File: src/rtl/pipelined_add_sub.sv
// Pipelined adder/subtractor with a carry chain split into STAGE_W-bit ripple
// segments, one segment resolved per pipeline register, valid/ready flow control.
//
// Ports:
//   clk, rst         single clock, asynchronous active-high reset
//   in_valid/ready   operand handshake (a, b, op, cin)
//   op               00 ADD, 01 SUB, 10 ADD+carry-in, 11 SUB+borrow-in
//   out_valid/ready  result handshake (result, cout, ovf, zero)
//   cout             carry out of the MSB; for SUB ops 1 means no borrow
//   ovf              two's-complement signed overflow
//   zero             result equals zero
module pipelined_add_sub #(
  parameter int unsigned WIDTH   = 64,
  parameter int unsigned STAGE_W = 16
) (
  input  logic             clk,
  input  logic             rst,
  input  logic             in_valid,
  output logic             in_ready,
  input  logic [WIDTH-1:0] a,
  input  logic [WIDTH-1:0] b,
  input  logic [1:0]       op,
  input  logic             cin,
  output logic             out_valid,
  input  logic             out_ready,
  output logic [WIDTH-1:0] result,
  output logic             cout,
  output logic             ovf,
  output logic             zero
);

  localparam int unsigned STAGES = (STAGE_W == 0) ? 1 : WIDTH / STAGE_W;
  localparam int unsigned LAST   = STAGES - 1;
  localparam bit BAD_WIDTH = (STAGE_W == 0) ? 1'b1
                           : ((WIDTH == 0) || ((WIDTH % STAGE_W) != 0));

  // Refuse to elaborate a width that does not split into whole segments.
  generate
    if (BAD_WIDTH) begin : g_bad_width
      $error("pipelined_add_sub: WIDTH must be a nonzero multiple of STAGE_W");
    end
  endgenerate

  // Per-stage state. word_q holds resolved result bits below the stage
  // boundary and still-unresolved bits of a above it, so the word is the
  // final result once the last stage has written it.
  logic [WIDTH-1:0]  word_q  [STAGES];
  logic [WIDTH-1:0]  b_q     [STAGES];
  logic [1:0]        op_q    [STAGES];
  logic [STAGES-1:0] carry_q;
  logic [STAGES-1:0] valid_q;
  logic              ovf_q;
  logic              zero_q;

  // Stage inputs (from ports for stage 0, from the previous register otherwise).
  logic [WIDTH-1:0]  src_word  [STAGES];
  logic [WIDTH-1:0]  src_b     [STAGES];
  logic [1:0]        src_op    [STAGES];
  logic [STAGES-1:0] src_carry;
  logic [STAGES-1:0] src_valid;
  logic [WIDTH-1:0]  nxt_word  [STAGES];
  logic [STAGES-1:0] nxt_carry;
  logic [STAGES:0]   ready_c;
  logic              ovf_c;
  logic              zero_c;

  // Stage input muxing, ready chain and per-segment ripple adders.
  always_comb begin
    logic [STAGE_W-1:0] seg_a;
    logic [STAGE_W-1:0] seg_b;
    logic [STAGE_W:0]   seg_sum;
    logic               msb_bp;

    seg_a   = '0;
    seg_b   = '0;
    seg_sum = '0;
    msb_bp  = 1'b0;

    src_word[0] = a;
    src_b[0]    = b;
    src_op[0]   = op;
    src_valid   = '0;
    src_carry   = '0;
    nxt_carry   = '0;
    src_valid[0] = in_valid;
    // Initial carry: SUB forms a + ~b + 1; borrow-in removes that +1.
    unique case (op)
      2'b00:   src_carry[0] = 1'b0;
      2'b01:   src_carry[0] = 1'b1;
      2'b10:   src_carry[0] = cin;
      default: src_carry[0] = ~cin;
    endcase
    for (int k = 1; k < int'(STAGES); k++) begin
      src_word[k]  = word_q[k-1];
      src_b[k]     = b_q[k-1];
      src_op[k]    = op_q[k-1];
      src_carry[k] = carry_q[k-1];
      src_valid[k] = valid_q[k-1];
    end

    ready_c = '0;
    ready_c[STAGES] = out_ready;
    for (int k = int'(STAGES) - 1; k >= 0; k--) begin
      ready_c[k] = !valid_q[k] || ready_c[k+1];
    end

    for (int k = 0; k < int'(STAGES); k++) begin
      seg_a   = src_word[k][k*STAGE_W +: STAGE_W];
      seg_b   = src_op[k][0] ? ~src_b[k][k*STAGE_W +: STAGE_W]
                             :  src_b[k][k*STAGE_W +: STAGE_W];
      seg_sum = {1'b0, seg_a} + {1'b0, seg_b} + (STAGE_W+1)'(src_carry[k]);
      nxt_word[k] = src_word[k];
      nxt_word[k][k*STAGE_W +: STAGE_W] = seg_sum[STAGE_W-1:0];
      nxt_carry[k] = seg_sum[STAGE_W];
    end

    // Flags from the final stage: the MSB of a is still unresolved there.
    msb_bp = src_op[LAST][0] ? ~src_b[LAST][WIDTH-1] : src_b[LAST][WIDTH-1];
    ovf_c  = (src_word[LAST][WIDTH-1] == msb_bp) &&
             (nxt_word[LAST][WIDTH-1] != src_word[LAST][WIDTH-1]);
    zero_c = (nxt_word[LAST] == '0);
  end

  // Pipeline registers: a stage advances whenever it is ready, and only
  // captures data when a valid entry is actually moving in.
  always_ff @(posedge clk or posedge rst) begin
    if (rst) begin
      for (int k = 0; k < int'(STAGES); k++) begin
        word_q[k] <= '0;
        b_q[k]    <= '0;
        op_q[k]   <= '0;
      end
      carry_q <= '0;
      valid_q <= '0;
      ovf_q   <= 1'b0;
      zero_q  <= 1'b0;
    end else begin
      for (int k = 0; k < int'(STAGES); k++) begin
        if (ready_c[k]) begin
          valid_q[k] <= src_valid[k];
          if (src_valid[k]) begin
            word_q[k]  <= nxt_word[k];
            b_q[k]     <= src_b[k];
            op_q[k]    <= src_op[k];
            carry_q[k] <= nxt_carry[k];
          end
        end
      end
      if (ready_c[LAST] && src_valid[LAST]) begin
        ovf_q  <= ovf_c;
        zero_q <= zero_c;
      end
    end
  end

  assign in_ready  = ready_c[0];
  assign out_valid = valid_q[LAST];
  assign result    = word_q[LAST];
  assign cout      = carry_q[LAST];
  assign ovf       = ovf_q;
  assign zero      = zero_q;

endmodule

File: config.mk
export PLATFORM = sky130hd
export DESIGN_NAME = pipelined_add_sub
export DESIGN_NICKNAME = d
export VERILOG_FILES = /design/src/rtl/pipelined_add_sub.sv
export SDC_FILE = /design/constraint.sdc
export NUM_CORES = 1
export LEC_CHECK = 0
export CAP_MARGIN = 40
export CORE_ASPECT_RATIO = 0.6
export CORE_MARGIN = 8
export CORE_UTILIZATION = 45
export CTS_BUF_LIST = sky130_fd_sc_hd__clkbuf_8
export DETAILED_ROUTE_END_ITERATION = 10
export HOLD_SLACK_MARGIN = 0.05
export PLACE_DENSITY = 0.72
export SYNTH_ARGS = -nofsm -noshare
export SYNTH_HDL_FRONTEND = slang
export SYNTH_SLANG_ARGS = --single-unit
File: constraint.sdc
create_clock -name clk -period 17.2 [get_ports clk]
set_clock_uncertainty 0.15 [all_clocks]
set_input_delay 3.44 -clock clk [delete_from_list [all_inputs] [get_ports clk]]
set_output_delay 3.44 -clock clk [all_outputs]
set_load 0.02 [all_outputs]
==> results of run 1 <==
[synthesized netlist by cell type, types with 8 or more instances]
master,count
dfrtp_1,365
nand2_1,319
mux2_2,219
xor2_1,92
o21ai_0,61
ha_1,60
clkbuf_1,58
a21oi_1,35
nor2_1,30
inv_1,22
nor3_1,20
xnor2_1,19
nand3_1,17
o21a_1,12
o31ai_1,12
nand2b_1,10
a21o_1,9
and3_1,9
fa_1,8
[power breakdown]
part,switching (W),internal (W)
logic,0.000805,0.000701
clock network,0.000332,0.000357
registers,0.000206,0.00114
total,0.00134,0.00220
[layer usage]
| metal | vias up | GRT usage, % |
|---|---|---|
| li1 | 5577 | - |
| met1 | 5656 | 26.8 |
| met2 | 258 | 26.3 |
| met3 | 53 | 4.63 |
| met4 | 6 | 3.89 |
| met5 | - | 0 |
[registers in the layout (all words and copies together) (netlist names)]
signal    cells
b_q          96
carry_q       4
nxt_word    144
op_q          3
ovf           1
result       64
src_word     48
valid_q       4
zero          1
[per-stage QoR]
step | util [%] | hold WS, ns | cells | instance area, µm² | total power [W]
after floorplan | - | 0.283 | 1492 | 17000 | 0.00232
after global placement | 52.1 | 0.296 | 2151 | 19500 | 0.00280
after detailed placement | 52.6 | 0.300 | 2159 | 19700 | 0.00286
after CTS | 55.4 | 0.318 | 2255 | 20800 | 0.00356
after global routing | 55.4 | 0.334 | 2255 | 20800 | 0.00378
final | 55.4 | 0.312 | 2255 | 20800 | 0.00354
[area by class of cell]
| type | instances | area (µm²) |
|---|---|---|
| Inverter | 22 | 90.1 |
| Tap cell | 513 | 642 |
| Fill cell | 3220 | 16700 |
| Timing Repair Buffer | 219 | 2270 |
| Clock inverter | 31 | 161 |
| Clock buffer | 65 | 895 |
| Multi-Input combinational cell | 1040 | 7580 |
| Sequential cell | 365 | 9130 |
[logic make-up (layout without fill, tap and decap cells)]
family          Yosys count  in the layout  share of synthesized area [%]
xor+xnor                112            112                           5.81
buf+inv                  87            337                           1.98
simple gates            454            454                           11.6
compound gates          186            186                           7.00
flops                   365            365                           53.7
mux                     220            220                           14.6
fa+ha+maj                68             68                           5.35
[worst max-delay path, delay by kind of cell]
kind / cells / cell delay (ns)
and+or+nand+nor: 2 / 0.44
buffers and inverters: 2 / 1.03
[final timing paths]
kind / from / end / slack (ns)
hold reg to reg: nxt_word[166]$_DFFE_PP0P_ / src_word[102]$_DFFE_PP0P_ / 0.31
hold / removal: nxt_word[166]$_DFFE_PP0P_ / src_word[102]$_DFFE_PP0P_ / 0.31
max in group asynchronous: rst / src_word[101]$_DFFE_PP0P_ / 12.18
min in group asynchronous: rst / result[45]$_DFFE_PP0P_ / 3.21
setup reg to reg: op_q[4]$_DFFE_PP0P_ / nxt_word[46]$_DFFE_PP0P_ / 13.40
setup / recovery: out_ready / in_ready / 8.71
==> run metrics, run 1 <==
EDFF count, synth 0; hpwl dp 29.7 mm; Hold Fails Final Rpt 0; post-cts sizing count 0; Cell variety after synth 61; Die Y 167 µm; Routability Congestion 0.861; Synth Cell Area 17000 µm²; Synth top area share 53.7%; CP cell instances clkdlybuf4s50_1 -> nor2b_1 -> nand4_1 -> clkdlybuf4s50_1; share of layout cells above drive strength 1 18.8%; global-route wire length before repair 64.9 mm; most common library cell in the layout ignoring fill and taps dfrtp_1; Ports 204; DR top layer met5; Primary FF master, synth dfrtp_1; synth-to-layout area growth 22.1%; Peak VDD IR 85.2 µV; Core ar. 37500 µm²; Tcrit/Tclk final 49.4%; Worst-Margin Slew 0.841 ns; status finished clean; pre-CTS setup slack 8.72 ns; IO buf count 203; Vias/cell 5.12; Die Span X 267 µm; Clk pin slew, worst setup/hold paths 0.06 ns; ant diodes 0; Post-CTS Setup Inserts 0; gr ovfl total 0; # rows 55; antenna violations before repair 3; asr flop ratio synth 100%; M1 wire length 19.9 mm; drt first pass iters 5; RSZ-0062 raised after global routing no; final setup margin 8.71 ns; number of global-route vias before repair 11870; starting DRC count in detailed routing 835; commonest non-fill, non-tap cells in the layout dfrtp_1, nand2_1, mux2_2; worst-path fanout max 3; LEAKAGE 9.50 nW; number of synthesis warnings 0; Mapped Cells 1492; CTS tree yes; sequential share of the synthesized area 53.7%; HP Class flop to flop; CP most frequent cell clkdlybuf4s50_1; dominant cells by area after synthesis dfrtp_1, mux2_2, nand2_1, xor2_1, ha_1; Setup CP Type input port to output pin; Syn Area/Cell 11.4 µm²; area leader, netlist dfrtp_1; Fin Setup TNS 0 ns; H-tree lvl count 2; Worst R2R Path Depth 12; worst relative slew slack 43.9%; GRT Util Overall 18.1%; via count of the routed design 11550; Initial Util 45.4%; DR WL/cell 17.9 µm; Root Driver clkbuf_8; DR WL met2 17.4 mm; Tmin final 8.49 ns; Hold Path Stages 2; Final nets 1905; slowest CP cell clkdlybuf4s50_1; final WL 40.3 mm; Max Freq 0.118 GHz; Critical Path RT 13.61 ns; DRC viols 0; TritonCTS buffer count 54; crit end category output pin; CTS Buffer Depth 3; Setup violations, final 0; maxcap violations 0; max incr delay on CP 0.61 ns; Slew Viols, Final 0; met3 wire length 2.37 mm; Synth Register Bits 365; clock latency at the later pin of the worst-skew pair 0.61 ns; Critical Path Start Type input port; hold_buf cts 0; CTS sink count 365; largest net degree at the start of global routing 156; Routed Antenna Nets 0; Die Area 44500 µm²; total power per unit cell area 171 nW/µm²; Syn Nets 1695; CP Data Arrival Time 4.90 ns
No activity file was read; power rests on OpenSTA's default activity.
==> inputs of run 2 (changes only) <==
- clock period: 17.2 -> 8.8 ns (I/O delays scaled with it)
==> run 2 against run 1 <==
Combinational power rose by 94%. Count of clock-buffer cells in the layout rose by 3. Final cell count barely moved. Setup slack got worse by 5.0 ns. Critical path type unchanged. Largest power group unchanged. Critical path depth did not move. Hold slack got worse by 0.0034 ns. Die area did not move. Wire length rose by 2.0%. Sequential power rose by 96%.
==> run metrics, run 2 (synthesized netlist as in run 1, its figures left out) <==
max reg flops 144 (unchanged); Worst R2R Start op_q[2]$_DFFE_PP0P_ (was op_q[4]$_DFFE_PP0P_); Max Freq 0.195 GHz; # rows 55 (unchanged); CTS Buffer Depth 3 (unchanged); synth-to-layout area growth 21.9% (was 22.1%); maxcap violations 0 (unchanged); GR peak layer met1 (unchanged); Die Span X 267 µm (unchanged); HP Class flop to flop (unchanged); CTS sink count 365 (unchanged); share of layout cells above drive strength 1 18.7% (was 18.8%); number of global-route vias before repair 12127 (was 11870); Hold Fails Final Rpt 0 (unchanged); slowest CP cell clkdlybuf4s50_1 (unchanged); CP Data Arrival Time 3.22 ns (was 4.90 ns); Ports 204 (unchanged); Peak VDD IR 136 µV (was 85.2 µV); Slew Viols, Final 0 (unchanged); largest net degree at the start of global routing 176 (was 156); IO buf count 203 (unchanged); clock latency at the later pin of the worst-skew pair 0.62 ns (was 0.61 ns); total power per unit cell area 336 nW/µm² (was 171 nW/µm²); drt first pass iters 5 (unchanged); min-delay src nxt_word[181]$_DFFE_PP0P_ (was nxt_word[166]$_DFFE_PP0P_); CP most frequent cell clkdlybuf4s50_1 (unchanged); Core ar. 37500 µm² (unchanged); Setup violations, final 0 (unchanged); total power 0.00696 W (was 0.00354 W); Routability Congestion 0.855 (was 0.861); most common library cell in the layout ignoring fill and taps dfrtp_1 (unchanged); commonest non-fill, non-tap cells in the layout dfrtp_1, nand2_1, mux2_2 (unchanged); Initial Util 45.4% (unchanged); DR WL/cell 18.3 µm (was 17.9 µm); GR Layer Usage met1 27.3% (was 26.8%); gr ovfl total 0 (unchanged); RSZ-0062 raised after global routing no (unchanged); worst-path fanout max 3 (unchanged); crit path from out_ready (unchanged); Root Driver clkbuf_8 (unchanged); TritonCTS buffer count 53 (was 54); hpwl dp 29.7 mm (about the same); Worst-Margin Slew 0.984 ns (was 0.841 ns); Tmin final 5.13 ns; LEAKAGE 9.47 nW (was 9.50 nW); worst relative slew slack 34.4% (was 43.9%); hold_buf cts 0 (unchanged); CTS tree yes (unchanged); Critical Path RT 6.89 ns (was 13.61 ns); Routed Antenna Nets 0 (unchanged); GRT Util Overall 18.4% (was 18.1%); Tcrit/Tclk final 58.3%; status finished clean (unchanged); crit end category output pin (unchanged); met3 usage 4.10% (was 4.63%); DRC viols 0 (unchanged); starting DRC count in detailed routing 946 (was 835); post-cts sizing count 0 (unchanged); crit path buf inv count 2 (unchanged); Clk pin slew, worst setup/hold paths 0.07 ns (was 0.06 ns); met2 GRT Util 27.0% (was 26.3%); via count of the routed design 11637 (was 11550); antenna violations before repair 2 (was 3); max incr delay on CP 0.62 ns (was 0.61 ns); delay-heaviest family, CP buffers and inverters (unchanged); Die Area 44500 µm² (unchanged); global-route wire length before repair 65.9 mm (was 64.9 mm); H-tree lvl count 2 (unchanged); Die Y 167 µm (unchanged); final WL 41.1 mm (was 40.3 mm); Setup CP Type input port to output pin (unchanged); Hold WS 0.309 ns (was 0.312 ns); Final nets 1899 (was 1905); Fin Setup TNS 0 ns (unchanged); Vias/cell 5.17 (was 5.12); CP cell instances clkdlybuf4s50_1 -> nor2b_1 -> nand4_1 -> clkdlybuf4s50_1 (unchanged); Post-CTS Setup Inserts 0 (unchanged); Critical Path Start Type input port (unchanged)
==> run 2: routing by layer <==
metal  share of wire, %  wire, µm  up-vias
li1                   -         -     5564
met5                  0         0        -
met2                 43     17800      243
met1                 50     20700     5765
met4                1.9       765        0
met3                4.7      1950       65
==> run 2: worst register-to-register path: cells and delay by family (launching register included) <==
family	cells	cell delay, ns
simple gates	6	1.77
fa+ha+maj	2	0.89
flops	1	0.70
xor+xnor	1	0.26
compound gates	1	0.20
buf+inv	1	0.09
==> run 2: path summary, 6_finish.rpt <==
| check | to | slack (ns) | cells after the start |
|---|---|---|---|
| worst max-delay path | in_ready | 3.67 | 4 |
| worst min-delay path | nxt_word[117]$_DFFE_PP0P_ | 0.31 | 2 |
| worst max register to register | zero$_DFFE_PP0P_ | 4.67 | 11 |
| worst min register to register | nxt_word[117]$_DFFE_PP0P_ | 0.31 | 2 |
| max in group asynchronous | b_q[247]$_DFFE_PP0P_ | 5.83 | 3 |
| min in group asynchronous | nxt_word[131]$_DFFE_PP0P_ | 1.38 | 2 |
==> run 2: stage by stage <==
step	util (%)	setup WS, ns	std cells	area (µm²)
floorplan	-	1.99	1492	17000
global placement	52.1	3.19	2149	19500
detailed placement	52.3	3.55	2154	19600
CTS	55.3	3.65	2251	20700
global route	55.3	3.57	2253	20700
finish	55.3	3.67	2253	20700
==> run 2: where the power goes <==
| part | total (W) | internal [W] | switching, W |
|---|---|---|---|
| logic | 0.00293 | 0.00137 | 0.00157 |
| registers | 0.00264 | 0.00223 | 0.000411 |
| clock network | 0.00139 | 0.000727 | 0.000661 |
| total | 0.00696 | 0.00433 | 0.00264 |
==> run 2: layout make-up <==
| class | count | area, µm² |
|---|---|---|
| fillers | 3216 | 16800 |
| flip-flops and latches | 365 | 9130 |
| multi-input cells | 1040 | 7580 |
| repair buffers | 214 | 2190 |
| clock buffers | 68 | 936 |
| well taps | 513 | 642 |
| clock inverters | 29 | 163 |
| inverters | 22 | 86.3 |
| diodes | 2 | 5.00 |
==> inputs of run 3 (changes only) <==
- clock period: 8.8 -> 4.8 ns (I/O delays scaled with it)
==> run 3 against run 2 <==
First-iteration DRC count fell by 12%. Flip-flop and latch count did not move. Hold slack better by 0.0079 ns. Combinational power up 85%. Largest cell class unchanged.
==> run metrics, run 3 (synthesized netlist as in run 1, its figures left out) <==
Critical Path RT 5.13 ns (was 6.89 ns); Max Freq 0.263 GHz; drt first pass iters 5 (unchanged); crit end category flop (was output pin); synth-to-layout area growth 22.4% (was 21.9%); antenna violations before repair 1 (was 2); starting DRC count in detailed routing 832 (was 946); IO buf count 203 (unchanged); # rows 55 (unchanged); Post-CTS Setup Inserts 0 (unchanged); H-tree lvl count 2 (unchanged); number of global-route vias before repair 11972 (was 12127); Ports 204 (unchanged); RSZ-0062 raised after global routing no (unchanged); TritonCTS buffer count 54 (was 53); global-route wire length before repair 66.0 mm (was 65.9 mm); Hold WS 0.317 ns (was 0.309 ns); CTS sink count 365 (unchanged); slowest CP cell clkdlybuf4s50_1 (unchanged); worst relative slew slack 42.2% (was 34.4%); Die Area 44500 µm² (unchanged); Root Driver clkbuf_8 (unchanged); Initial Util 45.4% (unchanged); Critical Path Start Type input port (unchanged); CP cell instances clkdlybuf4s50_1 -> buf_4 -> xor2_1 -> ha_1 -> a211o_1 -> a2111oi_2 -> o211ai_1 -> nand2_1 -> o2111ai_1 -> a21oi_1 -> xor2_1 -> o21ai_0 (was clkdlybuf4s50_1 -> nor2b_1 -> nand4_1 -> clkdlybuf4s50_1); post-cts sizing count 0 (unchanged); HP Class flop to flop (unchanged); Routability Congestion 0.873 (was 0.855); Worst-Margin Slew 0.867 ns (was 0.984 ns); GRT Util Overall 18.3% (was 18.4%); hpwl dp 30.2 mm (was 29.7 mm); final WL 40.9 mm (was 41.1 mm); Fill cells 3132 (was 3216); DR WL/cell 18.1 µm (was 18.3 µm); most common library cell in the layout ignoring fill and taps dfrtp_1 (unchanged); Setup violations, final 0 (unchanged); hold_buf cts 0 (unchanged); Die Span X 267 µm (unchanged); gr ovfl total 0 (unchanged); Tmin final 3.80 ns; CP most frequent cell xor2_1 (was clkdlybuf4s50_1); Final nets 1909 (was 1899); Setup CP Type input port to flop (was input port to output pin); via count of the routed design 11620 (was 11637); CTS Buffer Depth 3 (unchanged); clock latency at the later pin of the worst-skew pair 0.62 ns (about the same); Die Y 167 µm (unchanged); largest net degree at the start of global routing 132 (was 176); status finished clean (unchanged); share of layout cells above drive strength 1 19.4% (was 18.7%); commonest non-fill, non-tap cells in the layout dfrtp_1, nand2_1, mux2_2 (unchanged); LEAKAGE 9.50 nW (was 9.47 nW); CP Data Arrival Time 4.13 ns (was 3.22 ns); Fin Setup TNS 0 ns (unchanged); DRC viols 0 (unchanged); maxcap violations 0 (unchanged); Peak VDD IR 249 µV (was 136 µV); Hold Fails Final Rpt 0 (unchanged); Clk pin slew, worst setup/hold paths 0.07 ns (about the same); worst-path fanout max 16 (was 3); Slew Viols, Final 0 (unchanged); Core ar. 37500 µm² (unchanged); max reg flops 144 (unchanged); CTS tree yes (unchanged); Vias/cell 5.14 (was 5.17); Routed Antenna Nets 0 (unchanged); Tcrit/Tclk final 79.1%; total power per unit cell area 617 nW/µm² (was 336 nW/µm²); max incr delay on CP 0.55 ns (was 0.62 ns)
## run 3: final timing paths
check	from	endpoint	slack, ns	cells past startpoint
setup / recovery	op[0]	nxt_word[143]$_DFFE_PP0P_	1.00	12
hold / removal	nxt_word[172]$_DFFE_PP0P_	src_word[108]$_DFFE_PP0P_	0.32	2
setup reg to reg	op_q[2]$_DFFE_PP0P_	zero$_DFFE_PP0P_	1.26	11
hold reg to reg	nxt_word[172]$_DFFE_PP0P_	src_word[108]$_DFFE_PP0P_	0.32	2
max in group asynchronous	rst	b_q[235]$_DFFE_PP0P_	2.82	3
min in group asynchronous	rst	nxt_word[133]$_DFFE_PP0P_	0.62	2
## run 3: area by class of cell
type                       count  area [µm²]  share of cell area [%]
sequential                   365        9130                    43.9
multi-input combinational   1040        7580                    36.4
timing repair buffer         223        2250                    10.8
clock buffer                  68         936                    4.50
tap                          513         642                    3.08
clock inverter                27         186                   0.895
inverter                      22        86.3                   0.415
antenna                        1        2.50                  0.0120
## run 3: stage by stage
step	cells	util, %	power [W]	area, µm²	setup slack [ns]
after floorplan	1492	-	0.00833	17000	-1.21
after global placement	2160	52.4	0.0101	19700	0.504
after detailed placement	2163	52.5	0.0103	19700	0.419
after CTS	2258	55.5	0.0129	20800	1.05
after global routing	2259	55.5	0.0137	20800	0.780
final	2259	55.5	0.0128	20800	1.00
## run 3: per-layer routing
| metal | wire length, µm | track usage (%) |
|---|---|---|
| met1 | 20700 | 28.0 |
| met2 | 17300 | 25.9 |
| met3 | 2290 | 4.41 |
| met4 | 657 | 4.25 |
| met5 | 0 | 0 |
## run 3: critical path: cells and delay by family
family | cells | cell delay (ns)
fa+ha+maj | 1 | 0.32
simple gates | 1 | 0.13
compound gates | 6 | 1.39
buf+inv | 2 | 0.84
xor+xnor | 2 | 0.48
## run 3: report_power, final
part / internal [W] / total, W / switching (W)
clock: 0.00139 / 0.00261 / 0.00123
sequential: 0.00409 / 0.00483 / 0.000735
combinational: 0.00251 / 0.00541 / 0.00289
total: 0.00799 / 0.0128 / 0.00486
==> RTL edit 1 (flow settings as in run 2) <==
Reset style: synchronous (`rst`), changed in one clocked block. Comments in the files are not updated.
--- a/src/rtl/pipelined_add_sub.sv
+++ b/src/rtl/pipelined_add_sub.sv
@@ -124,5 +124,5 @@
   // Pipeline registers: a stage advances whenever it is ready, and only
   // captures data when a valid entry is actually moving in.
-  always_ff @(posedge clk or posedge rst) begin
+  always_ff @(posedge clk) begin
     if (rst) begin
       for (int k = 0; k < int'(STAGES); k++) begin
Behaviour: no difference found for any inputs over 4 cycles, from zero or initial values and one cycle with rst high; that may be too few to reach the edited logic, so the function may still have changed.
==> RTL edit 1 against run 2 <==
Setup slack worse by 0.074 ns; area after synthesis down 0.67%; sequential cell count stayed put; synthesized cell count fell by 14%; routed wire length decreased by 14%; final area shrank 0.69%; critical path depth increased by 1; count of clock-buffer cells in the layout down 14; register-to-register slack improved by 0.12 ns; highest routed layer unchanged.
Power is not compared: it rests on default switching activity, and its combinational part moved more than twofold at a synthesized area within 25%.
==> RTL edit 1: results <==
INSERT INTO impl_metrics (metric_group, metric, value, unit) VALUES
('setup_path', 'r2r-start', 'op_q[0][4]$_SDFFCE_PN0P_', ''),
('logic_synthesis', 'synth-xor-area-share', '5.34', '%'),
('setup_path', 'crit-reg2reg-capture', 'zero$_SDFFE_PP0P_', ''),
('cells_and_area', 'num-clock-buffers', '54', ''),
('cells_and_area', 'multi_input_area_share', '28.2', '%'),
('place', 'pre_cts_slack', '3.26', 'ns'),
('grt', 'grt_start_max_net_pins', '84', ''),
('setup_path', 'worst-endpoint-arrival', '3.30', 'ns'),
('logic_synthesis', 'syn-mean-instance-area', '13.2', 'um2'),
('cells_and_area', 'layout.nonclk_buf_share', '10.9', '%'),
('min_path', 'holdPathEnd', 'ovf$_SDFFE_PP0P_', ''),
('run_status', 'run_status', 'finished, final reports clean', ''),
('grt', 'grt_util_met3', '3.68', '%'),
('place', 'dpl.cell_count', '1956', ''),
('logic_synthesis', 'yosysSeqAreaShare', '64.3', '%'),
('logic_synthesis', 'yosysUniqueCellTypes', '60', ''),
('logic_synthesis', 'synth.cells.most_frequent', '355 x sky130_fd_sc_hd__edfxtp_1, 253 x sky130_fd_sc_hd__and2_1, 87 x sky130_fd_sc_hd__nor2_1', ''),
('routing', 'detailedRoute.firstIterationViolations', '720', ''),
('cells_and_area', 'finish.net_count', '1703', ''),
('grt', 'grtUsageMet1', '21.0', '%');
RTL edit 1: cell types whose count changed in the layout (fill, tap and decap cells not counted), moves of 10 or more:
cell | before | now
sky130_fd_sc_hd__and2_1 | 3 | 253
sky130_fd_sc_hd__and3_1 | 9 | 54
sky130_fd_sc_hd__clkbuf_8 | 68 | 54
sky130_fd_sc_hd__clkinv_1 | 0 | 12
sky130_fd_sc_hd__dfrtp_1 | 365 | 0
sky130_fd_sc_hd__dfxtp_1 | 0 | 10
sky130_fd_sc_hd__edfxtp_1 | 0 | 355
sky130_fd_sc_hd__mux2_2 | 219 | 0
sky130_fd_sc_hd__nand2_1 | 315 | 26
sky130_fd_sc_hd__nor2_1 | 30 | 84
sky130_fd_sc_hd__o21ai_0 | 61 | 25
RTL edit 1: power by group:
part	switching (mW)	internal [mW]
combinational	0.278	0.234
clock	0.641	0.606
sequential	0.0361	2.02
total	0.955	2.86
==> RTL edit 2 (config.mk and constraints of run 2) <==
Without the edit above. `STAGE_W`: 16 -> 8.
--- a/src/rtl/pipelined_add_sub.sv
+++ b/src/rtl/pipelined_add_sub.sv
@@ -12,5 +12,5 @@
 module pipelined_add_sub #(
   parameter int unsigned WIDTH   = 64,
-  parameter int unsigned STAGE_W = 16
+  parameter int unsigned STAGE_W = 8
 ) (
   input  logic             clk,
Check against the original RTL: no difference found for any inputs over 4 cycles, from zero or initial values and one cycle with rst high; that may be too few to reach the edited logic, so the function may still have changed.
==> RTL edit 2 against run 2 <==
Power up 94%; critical path depth up 1; via count up 46%; sequential cell count rose by 396; routed wire length is 51% higher; area after synthesis increased by 83%; sequential share of layout area rose by 8.0 points; sequential power increased by 120%; setup slack worse by 0.44 ns; final area grew 76%; largest cell class unchanged.
==> RTL edit 2: results <==
INSERT INTO impl_metrics (metric_group, metric, value, unit) VALUES
('routing', 'finalWirelength', '62100', 'um'),
('cells_and_area', 'flip_flop_count_of_the_largest_register_all_copies_and_words_added', '392', ''),
('power_and_ir_drop', 'power_switching_share', '33.3', '%'),
('routing', 'route.layer.met1.wl', '30300', 'um'),
('grt', 'globalRouteTotalUtil', '16.1', '%'),
('routing', 'top_signal_layer_used', 'met5', ''),
('cells_and_area', 'finish.net_count', '2524', ''),
('power_and_ir_drop', 'power_combinational', '4.83', 'mW'),
('power_and_ir_drop', 'p_seq', '5.76', 'mW'),
('grt', 'grt_util_met3', '4.00', '%'),
('grt', 'grt_util_met2', '24.5', '%'),
('routing', 'wire_per_inst', '18.7', 'um'),
('grt', 'grt_start_max_net_pins', '167', ''),
('min_path', 'holdPathEnd', 'nxt_word[391]$_DFFE_PP0P_', ''),
('logic_synthesis', 'mux_cell_area_share_after_synthesis', '25.2', '%'),
('setup_path', 'worst-r2r-cell-count', '8', ''),
('run_status', 'run_status', 'finished, final reports clean', ''),
('setup_path', 'critical_path.max_stage_delay', '0.57', 'ns'),
('power_and_ir_drop', 'leakage', '15.9', 'nW'),
('logic_synthesis', 'synthAdderAreaFrac', '3.28', '%');
==> RTL edit 2: changes by cell type after synthesis, moves of 7 or more <==
cell and delta:
sky130_fd_sc_hd__dfrtp_1 +396, sky130_fd_sc_hd__inv_1 +15, sky130_fd_sc_hd__buf_4 +19, sky130_fd_sc_hd__clkbuf_1 -36, sky130_fd_sc_hd__or3_1 -7, sky130_fd_sc_hd__fa_1 +8, sky130_fd_sc_hd__o211ai_1 -7, sky130_fd_sc_hd__xor2_1 -7
sky130_fd_sc_hd__nand3_1 -15, sky130_fd_sc_hd__o21a_1 -8, sky130_fd_sc_hd__mux2_2 +475, sky130_fd_sc_hd__nand2_1 -252, sky130_fd_sc_hd__buf_2 +45, sky130_fd_sc_hd__and3_1 -9
==> RTL edit 2: layout make-up <==
cell class	instances	area, um2	area share, %
antenna	2	5.00	0.0137
clock buffer	139	1910	5.23
clock inverter	54	392	1.07
inverter	37	143	0.390
multi-input combinational	1183	11500	31.5
sequential	761	19000	52.1
tap	912	1140	3.12
timing repair buffer	226	2390	6.54
==> RTL edit 2: worst max path at each step <==
stage,start,cells after the start,endpoint,slack (ns)
2_1_floorplan,rst,1,b_q[120]$_DFFE_PP0P_,-3.55
6_report,out_ready,5,in_ready,3.23
4_1_cts,out_ready,5,in_ready,3.19
3_3_place_gp,out_ready,5,in_ready,3.24
3_5_place_dp,out_ready,5,in_ready,3.24
5_1_grt,out_ready,5,in_ready,3.11
==> RTL edit 2: worst reg2reg max path, delay by kind of cell (launching register included) <==
family / cells / cell delay [ns]
adder cells (fa/ha/maj): 2 / 1.04
AND/OR/NAND/NOR: 4 / 0.99
AO/OA/AOI/OAI: 1 / 0.31
flip-flops: 1 / 0.61
XOR/XNOR: 1 / 0.16
